--- src/rtl/tlp_rx_hdr_parser.sv ---
// PCIe TLP receive header parser: walks a DW stream, extracts the 3DW/4DW header fields
// and flags tag, length and format errors; one header is held until downstream takes it.
module tlp_rx_hdr_parser #(
    parameter bit SUPPORT_10BIT_TAG = 1'b0
) (
    input  logic        clk,
    input  logic        rst,
    input  logic        in_valid,
    output logic        in_ready,
    input  logic [31:0] in_data,
    input  logic        in_sop,
    input  logic        in_eop,
    input  logic        ari_enabled,
    output logic        hdr_valid,
    input  logic        hdr_ready,
    output logic [2:0]  hdr_fmt,
    output logic [4:0]  hdr_type,
    output logic [2:0]  hdr_tc,
    output logic [2:0]  hdr_attr,
    output logic        hdr_td,
    output logic        hdr_ep,
    output logic [9:0]  hdr_length,
    output logic [7:0]  hdr_bus,
    output logic [4:0]  hdr_dev,
    output logic [7:0]  hdr_fnc,
    output logic [9:0]  hdr_tag,
    output logic [3:0]  hdr_first_be,
    output logic [3:0]  hdr_last_be,
    output logic [63:0] hdr_addr,
    output logic [2:0]  hdr_err
);

    localparam int unsigned CNT_W = 11;

    typedef enum logic [2:0] {IDLE, DW1, DW2, DW3, PAYLOAD, DONE} state_t;

    typedef struct packed {
        logic [2:0]  fmt;
        logic [4:0]  typ;
        logic [2:0]  tc;
        logic [2:0]  attr;
        logic        td;
        logic        ep;
        logic [9:0]  length;
        logic [7:0]  bus;
        logic [4:0]  dev;
        logic [7:0]  fnc;
        logic [9:0]  tag;
        logic [3:0]  first_be;
        logic [3:0]  last_be;
        logic [63:0] addr;
    } hdr_t;

    state_t           state;
    hdr_t             work;
    hdr_t             nxt;
    hdr_t             out;
    logic [CNT_W-1:0] pay_cnt;
    logic [CNT_W-1:0] cnt_inc;
    logic [CNT_W-1:0] exp_len;
    logic             acc;
    logic             len_err;
    logic             tag_err;
    logic             fmt_err;

    assign in_ready = ~hdr_valid;
    assign acc      = in_valid & in_ready;

    // Header fields as they will look once the current DW is absorbed.
    always_comb begin
        nxt = work;
        if (in_sop) begin
            nxt        = '0;
            nxt.fmt    = in_data[31:29];
            nxt.typ    = in_data[28:24];
            nxt.tc     = in_data[22:20];
            nxt.attr   = {in_data[18], in_data[13:12]};
            nxt.td     = in_data[15];
            nxt.ep     = in_data[14];
            nxt.length = in_data[9:0];
            nxt.tag    = {in_data[23], in_data[19], 8'h00};
        end else begin
            case (state)
                DW1: begin
                    nxt.bus      = in_data[31:24];
                    nxt.dev      = ari_enabled ? 5'd0 : in_data[23:19];
                    nxt.fnc      = ari_enabled ? in_data[23:16] : {5'd0, in_data[18:16]};
                    nxt.tag[7:0] = in_data[15:8];
                    nxt.last_be  = in_data[7:4];
                    nxt.first_be = in_data[3:0];
                end
                DW2: begin
                    if (work.fmt[0]) nxt.addr[63:32] = in_data;
                    else             nxt.addr[31:0]  = {in_data[31:2], 2'b00};
                end
                DW3:     nxt.addr[31:0] = {in_data[31:2], 2'b00};
                default: nxt = work;
            endcase
        end
    end

    // Error terms evaluated against the DW carrying eop.
    always_comb begin
        cnt_inc = (pay_cnt == '1) ? pay_cnt : pay_cnt + CNT_W'(1);
        exp_len = (work.length == '0) ? CNT_W'(1024) : CNT_W'(work.length);
        tag_err = !SUPPORT_10BIT_TAG && (nxt.tag[9:8] != 2'b00);
        fmt_err = (nxt.fmt == 3'b100) || nxt.fmt[2];
        len_err = 1'b1;
        if (!in_sop) begin
            case (state)
                DW2:     len_err = work.fmt[0] | work.fmt[1];
                DW3:     len_err = work.fmt[1];
                PAYLOAD: len_err = work.fmt[1] ? (cnt_inc != exp_len) : 1'b1;
                default: len_err = 1'b1;
            endcase
        end
    end

    always_ff @(posedge clk) begin
        if (rst) begin
            state     <= IDLE;
            work      <= '0;
            out       <= '0;
            pay_cnt   <= '0;
            hdr_valid <= 1'b0;
            hdr_err   <= '0;
        end else begin
            if (hdr_valid && hdr_ready) hdr_valid <= 1'b0;
            if (state == DONE) begin
                state <= IDLE;
            end else if (acc && (in_sop || state != IDLE)) begin
                work    <= nxt;
                pay_cnt <= in_sop ? '0 : ((state == PAYLOAD) ? cnt_inc : pay_cnt);
                if (in_eop) begin
                    out       <= nxt;
                    hdr_err   <= {fmt_err, len_err, tag_err};
                    hdr_valid <= 1'b1;
                    state     <= DONE;
                end else if (in_sop) begin
                    state <= DW1;
                end else begin
                    case (state)
                        DW1:     state <= DW2;
                        DW2:     state <= work.fmt[0] ? DW3 : PAYLOAD;
                        DW3:     state <= PAYLOAD;
                        default: state <= state;
                    endcase
                end
            end
        end
    end

    assign hdr_fmt      = out.fmt;
    assign hdr_type     = out.typ;
    assign hdr_tc       = out.tc;
    assign hdr_attr     = out.attr;
    assign hdr_td       = out.td;
    assign hdr_ep       = out.ep;
    assign hdr_length   = out.length;
    assign hdr_bus      = out.bus;
    assign hdr_dev      = out.dev;
    assign hdr_fnc      = out.fnc;
    assign hdr_tag      = SUPPORT_10BIT_TAG ? out.tag : {2'b00, out.tag[7:0]};
    assign hdr_first_be = out.first_be;
    assign hdr_last_be  = out.last_be;
    assign hdr_addr     = out.addr;

endmodule

--- config.mk ---
export PLATFORM = sky130hd
export DESIGN_NAME = tlp_rx_hdr_parser
export DESIGN_NICKNAME = d
export VERILOG_FILES = /design/src/rtl/tlp_rx_hdr_parser.sv
export SDC_FILE = /design/constraint.sdc
export NUM_CORES = 1
export LEC_CHECK = 0
export ABC_AREA = 1
export BUFFER_PORTS_ARGS = -buffer_cell sky130_fd_sc_hd__buf_4
export CAP_MARGIN = 20
export CORE_MARGIN = 2
export CORE_UTILIZATION = 34
export DETAILED_ROUTE_END_ITERATION = 10
export GPL_ROUTABILITY_DRIVEN = 0
export PLACE_DENSITY_LB_ADDON = 0.3
export RECOVER_POWER = 100
export SETUP_SLACK_MARGIN = 0.2
export SLEW_MARGIN = 20
export SYNTH_ARGS = -nofsm -noshare
export SYNTH_HDL_FRONTEND = slang
export SYNTH_SLANG_ARGS = --single-unit
--- constraint.sdc ---
create_clock -name clk -period 1.9 [get_ports clk]
set_input_delay 0.095 -clock clk [delete_from_list [all_inputs] [get_ports clk]]
set_output_delay 0.095 -clock clk [all_outputs]
set_load 0.05 [all_outputs]
# After elaboration in Yosys (flattened, before gate mapping)
# Index checks and enable logic that the tools add are counted.
[classes]
addsub = 1
bitwise_logic = 4
multipliers = 0
reduce_logical = 14
n_lt_le_gt_ge = 0
n_div = 0
shifts = 0
eq_ne = 8
n_mux = 24
[ops]
columns = ["cell", "count"]
rows = [
  ["$mux 129", 1],
  ["$mux 32", 3],
  ["$pmux 32 s2", 1],
  ["$mux 11", 4],
  ["$mux 21", 1],
  ["$mux 16", 1],
  ["$add 11x1->11 const B", 1],
  ["$eq 11x11->1 const B", 1],
  ["$ne 11x11->1", 1],
  ["$logic_not 10->1", 1],
  ["$eq 3x3->1 const B", 3],
  ["$mux 3", 3],
  ["$pmux 3 s3", 1],
  ["$mux 8", 1],
  ["$eq 3x2->1 const B", 2],
  ["$mux 1", 6],
  ["$reduce_and 3->1", 2],
  ["$mux 5", 1],
  ["$reduce_bool 5->1", 1],
  ["$reduce_and 2->1", 2],
  ["$reduce_bool 2->1", 2],
  ["$eq 3x1->1 const B", 1],
  ["$pmux 1 s3", 1],
  ["$reduce_bool 3->1", 1],
  ["other kinds (6)", 9],
]
[word_totals]
output_inout_bits = 134
latchBits = 0
ramBits = 0
mem_count = 0
rom_bits = 0
regBits = 274

# Longest topological paths before layout
[logic_depth]
depth_word = 6
ltp_mapped = 14
depth_no_buf = 14

# Least setup slack after synthesis
# OpenSTA, ideal clock, no wires.
[synth_path]
path_kind = "flip-flop to flip-flop"
start = "reg hdr_valid"
end = "reg work[74] in the netlist's numbering"
stages_incl_launch_ff = 10
arrival_time_ps = 1932
t_required_ps = 1785
setup_slack_ps = -147
cell_sequence = "dfxtp_1 -> inv_1 -> nand3_2 -> a21oi_4 -> inv_2 -> buf_2 -> buf_1 -> a21oi_1 -> o21ai_0 -> inv_1"
[synth_between]
elab_chain_len = 4
[synth_lines]
columns = ["element", "line_no", "text"]
rows = [
  ["start, declared", "14", "output logic hdr_valid,"],
  ["start signal, assigned", "125", "hdr_valid <= 1'b0;"],
  ["start signal, assigned", "128", "if (hdr_valid && hdr_ready) hdr_valid <= 1'b0;"],
  ["start signal, assigned", "137", "hdr_valid <= 1'b1;"],
  ["$not 1->1", "66", "assign in_ready = ~hdr_valid;"],
  ["named net in_ready", "9", "output logic in_ready,"],
  ["$and 1x1->1", "67", "assign acc = in_valid & in_ready;"],
  ["$logic_and 1x1->1", "131", "end else if (acc && (in_sop || state != IDLE)) begin"],
  ["$reduce_and 2->1 (no source line)", "-", ""],
  ["end signal, assigned", "132", "work <= nxt;"],
  ["end, declared", "55", "hdr_t work;"],
]
# The timed path passes the listed nets, and every way through them passes these cells.
# A chain may end at the register's enable or synchronous reset.

# Worst setup path in the final report
[layout_path]
start = "reg state[0]"
end = "reg state[0]"
[layout_between]
elab_chain_len = 4
word_cells_on_any_way = 13
cone_classes = "eq/ne: 4; mux: 3; reduce/logical: 6"
[layout_lines]
columns = ["element", "line_no", "text"]
rows = [
  ["start, declared", "54", "state_t state;"],
  ["start signal, assigned", "144", "DW2: state <= work.fmt[0] ? DW3 : PAYLOAD;"],
  ["start signal, assigned", "146", "default: state <= state;"],
  ["$eq 3x2->1, or another cell as far along", "142", "case (state)"],
  ["$pmux 3 s3 / $logic_or 1x1->1 (equally long branches)", "142, 131", ""],
  ["$mux 3 / $logic_and 1x1->1 (equally long branches)", "139, 131", ""],
  ["$mux 3 / $reduce_and 2->1 (equally long branches)", "-", ""],
]
# Several ways; a longest one is shown, not always the timed one.

==> metrics.txt <==
Worst-path clk slew=0.06 ns; cts bufs inserted=30; vias in the first global route=9,947; fraction of layout instances using a drive strength above 1=24.1%; gr usage total=19.3%; ys async rst share=0%; Sw Share=31.9%; status=completed; PortBufs=170; clk_lat worst skew=0.57 ns; Hold Path Sink=hdr_length[3]; r2r setup slk=0.04 ns; FF-to-FF End=state[0]; setup tns final=0 ns; Max FO, Critical Path=19; Core ar.=0.0334 mm²; WP buf/inv=2; RR Startpoint=state[0]; final-report hold violation count=0; largest net degree at the start of global routing=102; most common cell after layout, fill and taps aside=dfxtp_1; Crit. End Element=register; P&R area growth vs syn=46.0%; H-tree Lvls=1; Final #Nets=1,860; Final Power=0.0175 W; Clock Sinks=273; delay-heaviest family, CP=compound AO/OA/AOI/OAI gates; Setup-failing EPs final=0; placed cell count=2,116; initial core utilization=34.5%; overall die width=188 µm; Clock Power Share=38.6%; initial antenna violation count=1; WL final=46,000 µm; max-cap viol count=0; sequential power share=37.6%; die area=0.0354 mm²; hold path startpoint=in_data[3]; switching power=0.00557 W; Vias=12,400; post-detailed-route count of antenna-violating nets=0; Die H=188 µm; crit path DAT=2.31 ns; Non-Filler Instances=2,292; crit path launch=state[0]; Syn Std Cell Area=0.0115 mm²; Comb pwr share=23.8%; worst clock skew=0.0134 ns; Yosys reg bits=273; Final HPWL DP=23,500 µm; DRT Pass-1 Iters=5; cells after synthesis=1,573; Least-Margin Pin Slew=0.819 ns; CP Cell Sequence=inv_1 -> nor2_4 -> nand2_2 -> buf_6 -> a31oi_1 -> nor2_1 -> a311oi_1; Max VDD drop=0.716 mV; Main synth FF type=dfxtp_1; Antenna Cells=0; RSZ-0062 raised after global routing=true; GRT overflow=0; WL/cell=20.1 µm; Hold Crit Class=input pin to register; top-area cell type share of the netlist area=47.3%; synth unique cells=34; Post-synth EDFFs=0; Avg Vias per Cell=5.40; top cells by area, synth=dfxtp_1 (47%), o21ai_0 (12%), a21oi_1 (8.5%); clk buf depth=3; Detailed Route Iter0 Violations=1,269; # rows=67; fin. max-slew vios=0; Period minus WS final=1.86 ns; P_int=0.0119 W; clk root buf=clkbuf_16; pwr dens=1040 mW/mm²; Setup crit start kind=register; Ys Warns=0; delay of the slowest critical-path stage=0.40 ns; Seq/Total Area, Yosys=47.3%; WHS=0.00389 ns; Hold Path Depth=5; Slew headroom=45.6%; period utilisation layout=97.9%; WS Path Type=register to register; first-pass GRT wire length=55,400 µm; syn_area_per_cell=7.34 µm²; TritonCTS clock tree=built; most frequent cells in the layout=dfxtp_1 (265), nor2_1 (170), a21oi_1 (164); largest area contributor in the netlist=dfxtp_1; DR DRC count=0; r2r worst-path depth=7; Data required, critical path=2.35 ns; f_max=537 MHz; Leakage=6.70 nW; slowest CP cell=a31oi_1; io pins=173
==> cell families after synthesis <==
logic type / after synthesis / synth area share, %
compound gates: 587 / 27.6
xor+xnor: 3 / 0.228
fa+ha+maj: 1 / 0.108
buf+inv: 286 / 9.96
flops: 273 / 47.3
other cells: 1 / 0.0325
simple gates: 422 / 14.7
==> power by group through the flow <==
stage	Combinational, W	Clock [W]	Sequential (W)
3_5_place_dp	0.00310	0	0.00663
4_1_cts	0.00320	0.00677	0.00651
3_3_place_gp	0.00306	0	0.00662
2_1_floorplan	0.00138	0	0.00733
6_report	0.00415	0.00673	0.00656
5_1_grt	0.00439	0.00704	0.00661
==> what timing repair did <==
item	4_1_cts	5_1_grt
resized for setup	20	497
hold endpoints to repair	37	2
buffers inserted	4	23
pin swaps	3	120
gates cloned	2	71
hold buffers	19	1
setup endpoints to repair	206	253
==> per-layer routing <==
layer / vias up / share of wire, % / global-route usage (%)
met4: 2 / 3.7 / 6.30
met2: 523 / 45 / 31.4
li1: 5788 / - / -
met3: 103 / 7.5 / 3.63
met5: - / 0.026 / 0
met1: 5967 / 43 / 25.9
==> registers in the layout, indices dropped and copies added, names as in the netlist, 4 cells and up <==
signal	count
work	129
hdr_first_be	4
pay_cnt	11
hdr_dev	5
hdr_length	10
hdr_type	5
hdr_fnc	8
hdr_addr	64
hdr_bus	8
hdr_last_be	4
hdr_tag	8
==> cell type report <==
cell class                 instances  area, µm²
fill                            3201      16600
multi-input combinational       1017       5850
sequential                       273       5480
timing repair buffer             333       3080
clock buffer                      41        883
inverter                         160        657
tap                              448        561
clock inverter                    15        262
timing repair inverter             5       77.6
==> cells in the mapped netlist, drive strengths merged, types with 5 or more instances <==
library cell / number
clkbuf: 70
nor2: 222
nand3: 36
o21ai: 286
a21oi: 198
a31oi: 27
o211ai: 34
nand4: 5
dfxtp: 273
inv: 159
nor3: 10
a211oi: 38
nand2: 148
buf: 56
==> worst register-to-register path: cells and delay by family, from the launching register on <==
| kind | cells | cell delay [ns] |
|---|---|---|
| simple gates | 3 | 0.39 |
| flops | 1 | 0.38 |
| buf+inv | 2 | 0.29 |
| compound gates | 2 | 0.68 |
==> stage by stage <==
step	area (µm²)	worst slack (ns)	util [%]
after CTS	15000	0.204	44.8
final	16900	0.0392	50.4
after global routing	16900	-0.0318	50.4
after floorplan	11600	0.182	-
after detailed placement	13500	0.0470	40.3
after global placement	13500	0.0888	40.3
==> how the worst max path moves through the flow <==
stage,depth (start not counted),slack (ns),to
after floorplan,9,0.18,hdr_addr[14]
after global placement,8,0.09,hdr_bus[1]
after detailed placement,8,0.05,hdr_bus[1]
after CTS,11,0.20,work[24]
after global routing,7,-0.03,state[0]
final,7,0.04,state[0]
Power figures use the tool's default switching activity.
